==> src/rtl/mac_pkg.sv <==
// Shared types and constants for the MAC sequencer: FSM state encoding and datapath widths.
package mac_pkg;

  typedef enum logic [1:0] {
    ST_IDLE = 2'd0,
    ST_RUN  = 2'd1,
    ST_DONE = 2'd2
  } state_e;

  localparam int ACC_W = 12;
  localparam int OP_W  = 4;
  localparam logic [ACC_W-1:0] ACC_MAX = 12'hFFF;

endpackage

==> src/rtl/MAC_4bit.sv <==
// Combinational multiply-accumulate: {cout, sum} = c + a*b, product zero-extended.
module MAC_4bit
  import mac_pkg::*;
(
  input  logic [OP_W-1:0]  a,
  input  logic [OP_W-1:0]  b,
  input  logic [ACC_W-1:0] c,
  output logic [ACC_W-1:0] sum,
  output logic             cout
);

  logic [2*OP_W-1:0] prod;

  always_comb begin
    prod        = a * b;
    {cout, sum} = {1'b0, c} + {{(ACC_W-2*OP_W+1){1'b0}}, prod};
  end

endmodule

==> src/rtl/mac_seq_ctrl.sv <==
// Job sequencer around one MAC_4bit: streams operand pairs into a 12-bit accumulator.
// Optional MAC_SEQ_SAT_EN: saturate the accumulator at ACC_MAX on carry-out instead of wrapping.
module mac_seq_ctrl
  import mac_pkg::*;
#(
  parameter int LEN_W = 4
) (
  input  logic             clk,
  input  logic             rst_n,
  input  logic             start,
  input  logic [LEN_W-1:0] len,
  input  logic [ACC_W-1:0] bias,
  input  logic             abort,
  input  logic             in_valid,
  output logic             in_ready,
  input  logic [OP_W-1:0]  in_a,
  input  logic [OP_W-1:0]  in_b,
  output logic             out_valid,
  input  logic             out_ready,
  output logic [ACC_W-1:0] out_acc,
  output logic             out_ovf,
  output logic             busy
);

  state_e           state_q, state_d;
  logic [ACC_W-1:0] acc_q, acc_d;
  logic [LEN_W-1:0] cnt_q, cnt_d;
  logic [LEN_W-1:0] len_q, len_d;
  logic             ovf_q, ovf_d;

  logic [ACC_W-1:0] mac_sum;
  logic             mac_cout;
  logic [ACC_W-1:0] step_acc;

  MAC_4bit u_mac (
    .a    (in_a),
    .b    (in_b),
    .c    (acc_q),
    .sum  (mac_sum),
    .cout (mac_cout)
  );

`ifdef MAC_SEQ_SAT_EN
  assign step_acc = mac_cout ? ACC_MAX : mac_sum;
`else
  assign step_acc = mac_sum;
`endif

  always_comb begin
    state_d = state_q;
    acc_d   = acc_q;
    cnt_d   = cnt_q;
    len_d   = len_q;
    ovf_d   = ovf_q;
    case (state_q)
      ST_IDLE: begin
        // abort in IDLE does nothing itself but still blocks a coincident start
        if (start && !abort) begin
          len_d   = len;
          acc_d   = bias;
          cnt_d   = '0;
          ovf_d   = 1'b0;
          state_d = (len == '0) ? ST_DONE : ST_RUN;
        end
      end
      ST_RUN: begin
        if (abort) begin
          state_d = ST_IDLE;
        end else if (in_valid) begin
          acc_d = step_acc;
          ovf_d = ovf_q | mac_cout;
          cnt_d = cnt_q + LEN_W'(1);
          if (cnt_q == len_q - LEN_W'(1)) state_d = ST_DONE;
        end
      end
      ST_DONE: begin
        if (abort || out_ready) state_d = ST_IDLE;
      end
      default: state_d = ST_IDLE;
    endcase
  end

  always_ff @(posedge clk or negedge rst_n) begin
    if (!rst_n) begin
      state_q <= ST_IDLE;
      acc_q   <= '0;
      cnt_q   <= '0;
      len_q   <= '0;
      ovf_q   <= 1'b0;
    end else begin
      state_q <= state_d;
      acc_q   <= acc_d;
      cnt_q   <= cnt_d;
      len_q   <= len_d;
      ovf_q   <= ovf_d;
    end
  end

  // Handshake outputs depend on registered state only
  assign in_ready  = (state_q == ST_RUN);
  assign out_valid = (state_q == ST_DONE);
  assign busy      = (state_q != ST_IDLE);
  assign out_acc   = acc_q;
  assign out_ovf   = ovf_q;

endmodule

==> config.mk <==
export PLATFORM = sky130hd
export DESIGN_NAME = mac_seq_ctrl
export DESIGN_NICKNAME = d
export VERILOG_FILES = /design/src/rtl/mac_pkg.sv /design/src/rtl/MAC_4bit.sv /design/src/rtl/mac_seq_ctrl.sv
export SDC_FILE = /design/constraint.sdc
export NUM_CORES = 1
export LEC_CHECK = 0
export BUFFER_PORTS_ARGS = -buffer_cell sky130_fd_sc_hd__buf_2
export CELL_PAD_IN_SITES_DETAIL_PLACEMENT = 1
export CELL_PAD_IN_SITES_GLOBAL_PLACEMENT = 1
export CORE_MARGIN = 1.5
export CORE_UTILIZATION = 36
export DETAILED_ROUTE_END_ITERATION = 8
export GPL_TIMING_DRIVEN = 0
export PLACE_DENSITY = 0.77
export SLEW_MARGIN = 30
export SYNTH_ARGS = -nofsm -noshare
export SYNTH_HDL_FRONTEND = slang
export SYNTH_SLANG_ARGS = --single-unit
==> constraint.sdc <==
create_clock -name clk -period 2.2 [get_ports clk]
set_input_delay 0.22 -clock clk [delete_from_list [all_inputs] [get_ports clk]]
set_output_delay 0.22 -clock clk [all_outputs]
set_load 0.02 [all_outputs]
==> key figures <==
STA
  • Setup-failing EPs final: 10
  • Clock skew: around 0.0014 ns
  • Crit share post-route: 133%
  • Pins over their slew limit: 0
  • Tmin final: about 3 ns
  • Relative slew slack: ~50%
  • Fmax: 343 MHz
  • RSZ-0062 raised after global routing: yes
  • Endpoints failing hold: 0
  • Final setup TNS: -5.52 ns
  • Slew @ Worst Pin: 0.744 ns
  • Final setup margin: -0.716 ns

Floorplan
  • Core area: ~0.0052 mm2
  • # rows: 26
  • Starting Density: 37.8%
  • # IOs: 46
  • Die Ht: 77.0 um
  • Die area: 0.00592 mm2
  • Die width: 77.0 um

Drt
  • Drt drc: 0
  • Routed wire per std cell: 15.8 um
  • DRT Pass-1 Iters: 4
  • Post-route ant nets: 0
  • Total Routed Length: 5570 um
  • Drt initial violations: 58
  • Vias: 1811
  • Via/cell ratio: roughly 5

Worst hold path
  • Worst hold path class: primary input to flip-flop
  • Worst Hold Depth: 3

Worst setup path
  • Crit-path max FO: 4
  • Crit path kind: primary input to flip-flop
  • Crit start category: primary input
  • Crit path DAT: approximately 3.1 ns
  • Req. time, crit path: 2.36 ns
  • Critical Path Sink Type: flip-flop
  • Reg2Reg Depth: 9

Synthesis
  • Register area share after synthesis: 29.2%
  • FFs w/ async S/R, synth: 100%
  • Synth Instances: about 230
  • Post-synth top area cell: dfrtp_1
  • Synthesized area: ~0.0020 mm2
  • Avg Inst Size Synth: 8.60 um2
  • Number of synthesized flops with an enable pin: 0
  • Top post-synthesis cells by area: dfrtp_1 29%, ha_1 13%, fa_1 9.1%, nand2_1 6.5%, inv_1 5.1%
  • Syn Nets: 288
  • Yosys warning total: 0
  • Synth Flop Type: dfrtp_1
  • #FFs+latches synth: 23
  • Top-area cell type share of the netlist area: 29.2%
  • Cell variety after synth: 44

Power and ir drop
  • Total power: 0.00286 W
  • VDD IR max: 0.000499 V
  • Cell area power density: between 1000 and 1500 mW/mm2
  • Static Leakage: 1.24 nW

Global routing
  • Overflow after GRT: 0
  • Global Route Usage Sum: 19.3%
  • Antenna violations before repair: 0
  • Largest net degree at the start of global routing: 24
  • Vias in the first global route: 1872
  • First-pass GRT wire length: roughly 9000 um

Placed design
  • Post-DP HPWL: 4140 um
  • GPL Wtd Cong: between 0.7 and 0.8
  • Place WS: -1.16 ns
  • Placed insts: between 300 and 400
  • PortBufs: 45
  • Placed Area: 0.00234 mm2

Clocking
  • Clock Tree Root: clkbuf_8
  • Cts bufs inserted: 3
  • Clock Pin Slew Worst Setup and Hold Paths: 0.08 ns
  • Clk_lat worst skew: roughly 0.27 ns
  • CTS tree: done
  • Clk sinks: 23
  • CTS Buffer Depth: 2
  • H-tree depth: 1

Finish
  • Final Net Count: 342
  • Cell Count, Final, Fillers Out: 352
  • P&R area growth vs syn: 29.7%
  • Commonest cells after routing, fill and taps aside: 42 x buf_2, 30 x nand2_1, 24 x inv_1, 23 x dfrtp_1, 17 x ha_1
  • Commonest non-fill, non-tap cell in the layout: buf_2
  • Share of layout cells above drive strength 1: 28.7%
  • Antenna Cells: 0
  • Final Instance Area: 0.00255 mm2

Outcome
  • Violated checks: negative setup slack
  • Status: finished, violations left

Job
  • Total of max-cap violations: 0
-- what timing repair did --
action                                 in CTS  in global routing
setup endpoints to repair                  10                 10
pin swaps                                   6                  7
hold buffers                                1                  0
resized for setup                          15                 15
setup buffers                               1                  2
endpoints found under the hold margin      23                  0
-- power breakdown --
part / switching, W / internal (W) / leakage [nW]
Clock: 0.000141 / 0.000129 / 0.0228
Combinational: 0.00106 / 0.000841 / 0.935
Sequential: 0.000136 / 0.000552 / 0.282
Total: 0.00134 / 0.00152 / 1.24
-- critical path: stages --
cell       delay (ns)
buf_12           0.09
nand2_8          0.04
fa_1             0.55
fa_1             0.43
fa_1             0.51
inv_2            0.05
ha_4             0.22
o211ai_1         0.25
o21ai_2          0.15
o41ai_4          0.30
a21oi_1          0.11
a2bb2oi_1        0.14
-- synth_stat cells (5+ instances only) --
library cell  count
dfrtp_1          23
o21ai_0           8
a21oi_1          13
fa_1              9
ha_1             20
o211ai_1          5
nand2_1          34
and2_1           13
xnor2_1           6
nor3_1            5
inv_1            27
xor2_1            6
nand3_1           9
nor2_1            9
-- worst paths after layout --
path	slack, ns	to	start
worst max-delay path	-0.72	out_acc[10]	in_a[2]
worst min-delay path	0.17	len_q[3]	len[3]
worst max register to register	-0.20	out_acc[10]	out_acc[2]
worst min register to register	0.50	out_ovf	out_ovf
max in group asynchronous	1.36	state_q[1]	rst_n
min in group asynchronous	0.47	len_q[2]	rst_n
-- state kept, by name, summed over array words and instances (netlist names) --
signal	count
cnt_q	4
len_q	4
out_acc	12
out_ovf	1
state_q	2
-- final cells by class --
class	instances	area, um2
fillers	661	2650
flip-flops and latches	23	576
repair buffers	49	305
plain buffers	6	30.0
well taps	70	87.6
multi-input cells	172	1410
clock buffers	4	45.0
inverters	28	105
-- logic make-up after synthesis --
family / after synthesis / synth area share, %
compound gates: 49 / 16.6
flops: 23 / 29.2
buf+inv: 34 / 6.86
mux: 1 / 0.508
simple gates: 81 / 19.6
xor+xnor: 12 / 5.34
fa+ha+maj: 29 / 21.9
-- per-layer routing --
metal  part of all wire [%]  vias to the layer above  GRT usage, %
met1                     46                      892          26.3
met3                    2.7                        6          3.45
li1                       -                      880             -
met4                   0.92                        0          1.30
met2                     50                       33          33.2
met5                      0                        -             0
-- metrics by stage --
step,util [%],hold WS (ns)
2_1_floorplan,-,-0.0756
3_5_place_dp,45.0,0.242
4_1_cts,47.7,0.164
3_3_place_gp,45.0,0.235
5_1_grt,49.1,0.164
6_report,49.1,0.166
No activity file was read; power rests on OpenSTA's default activity.
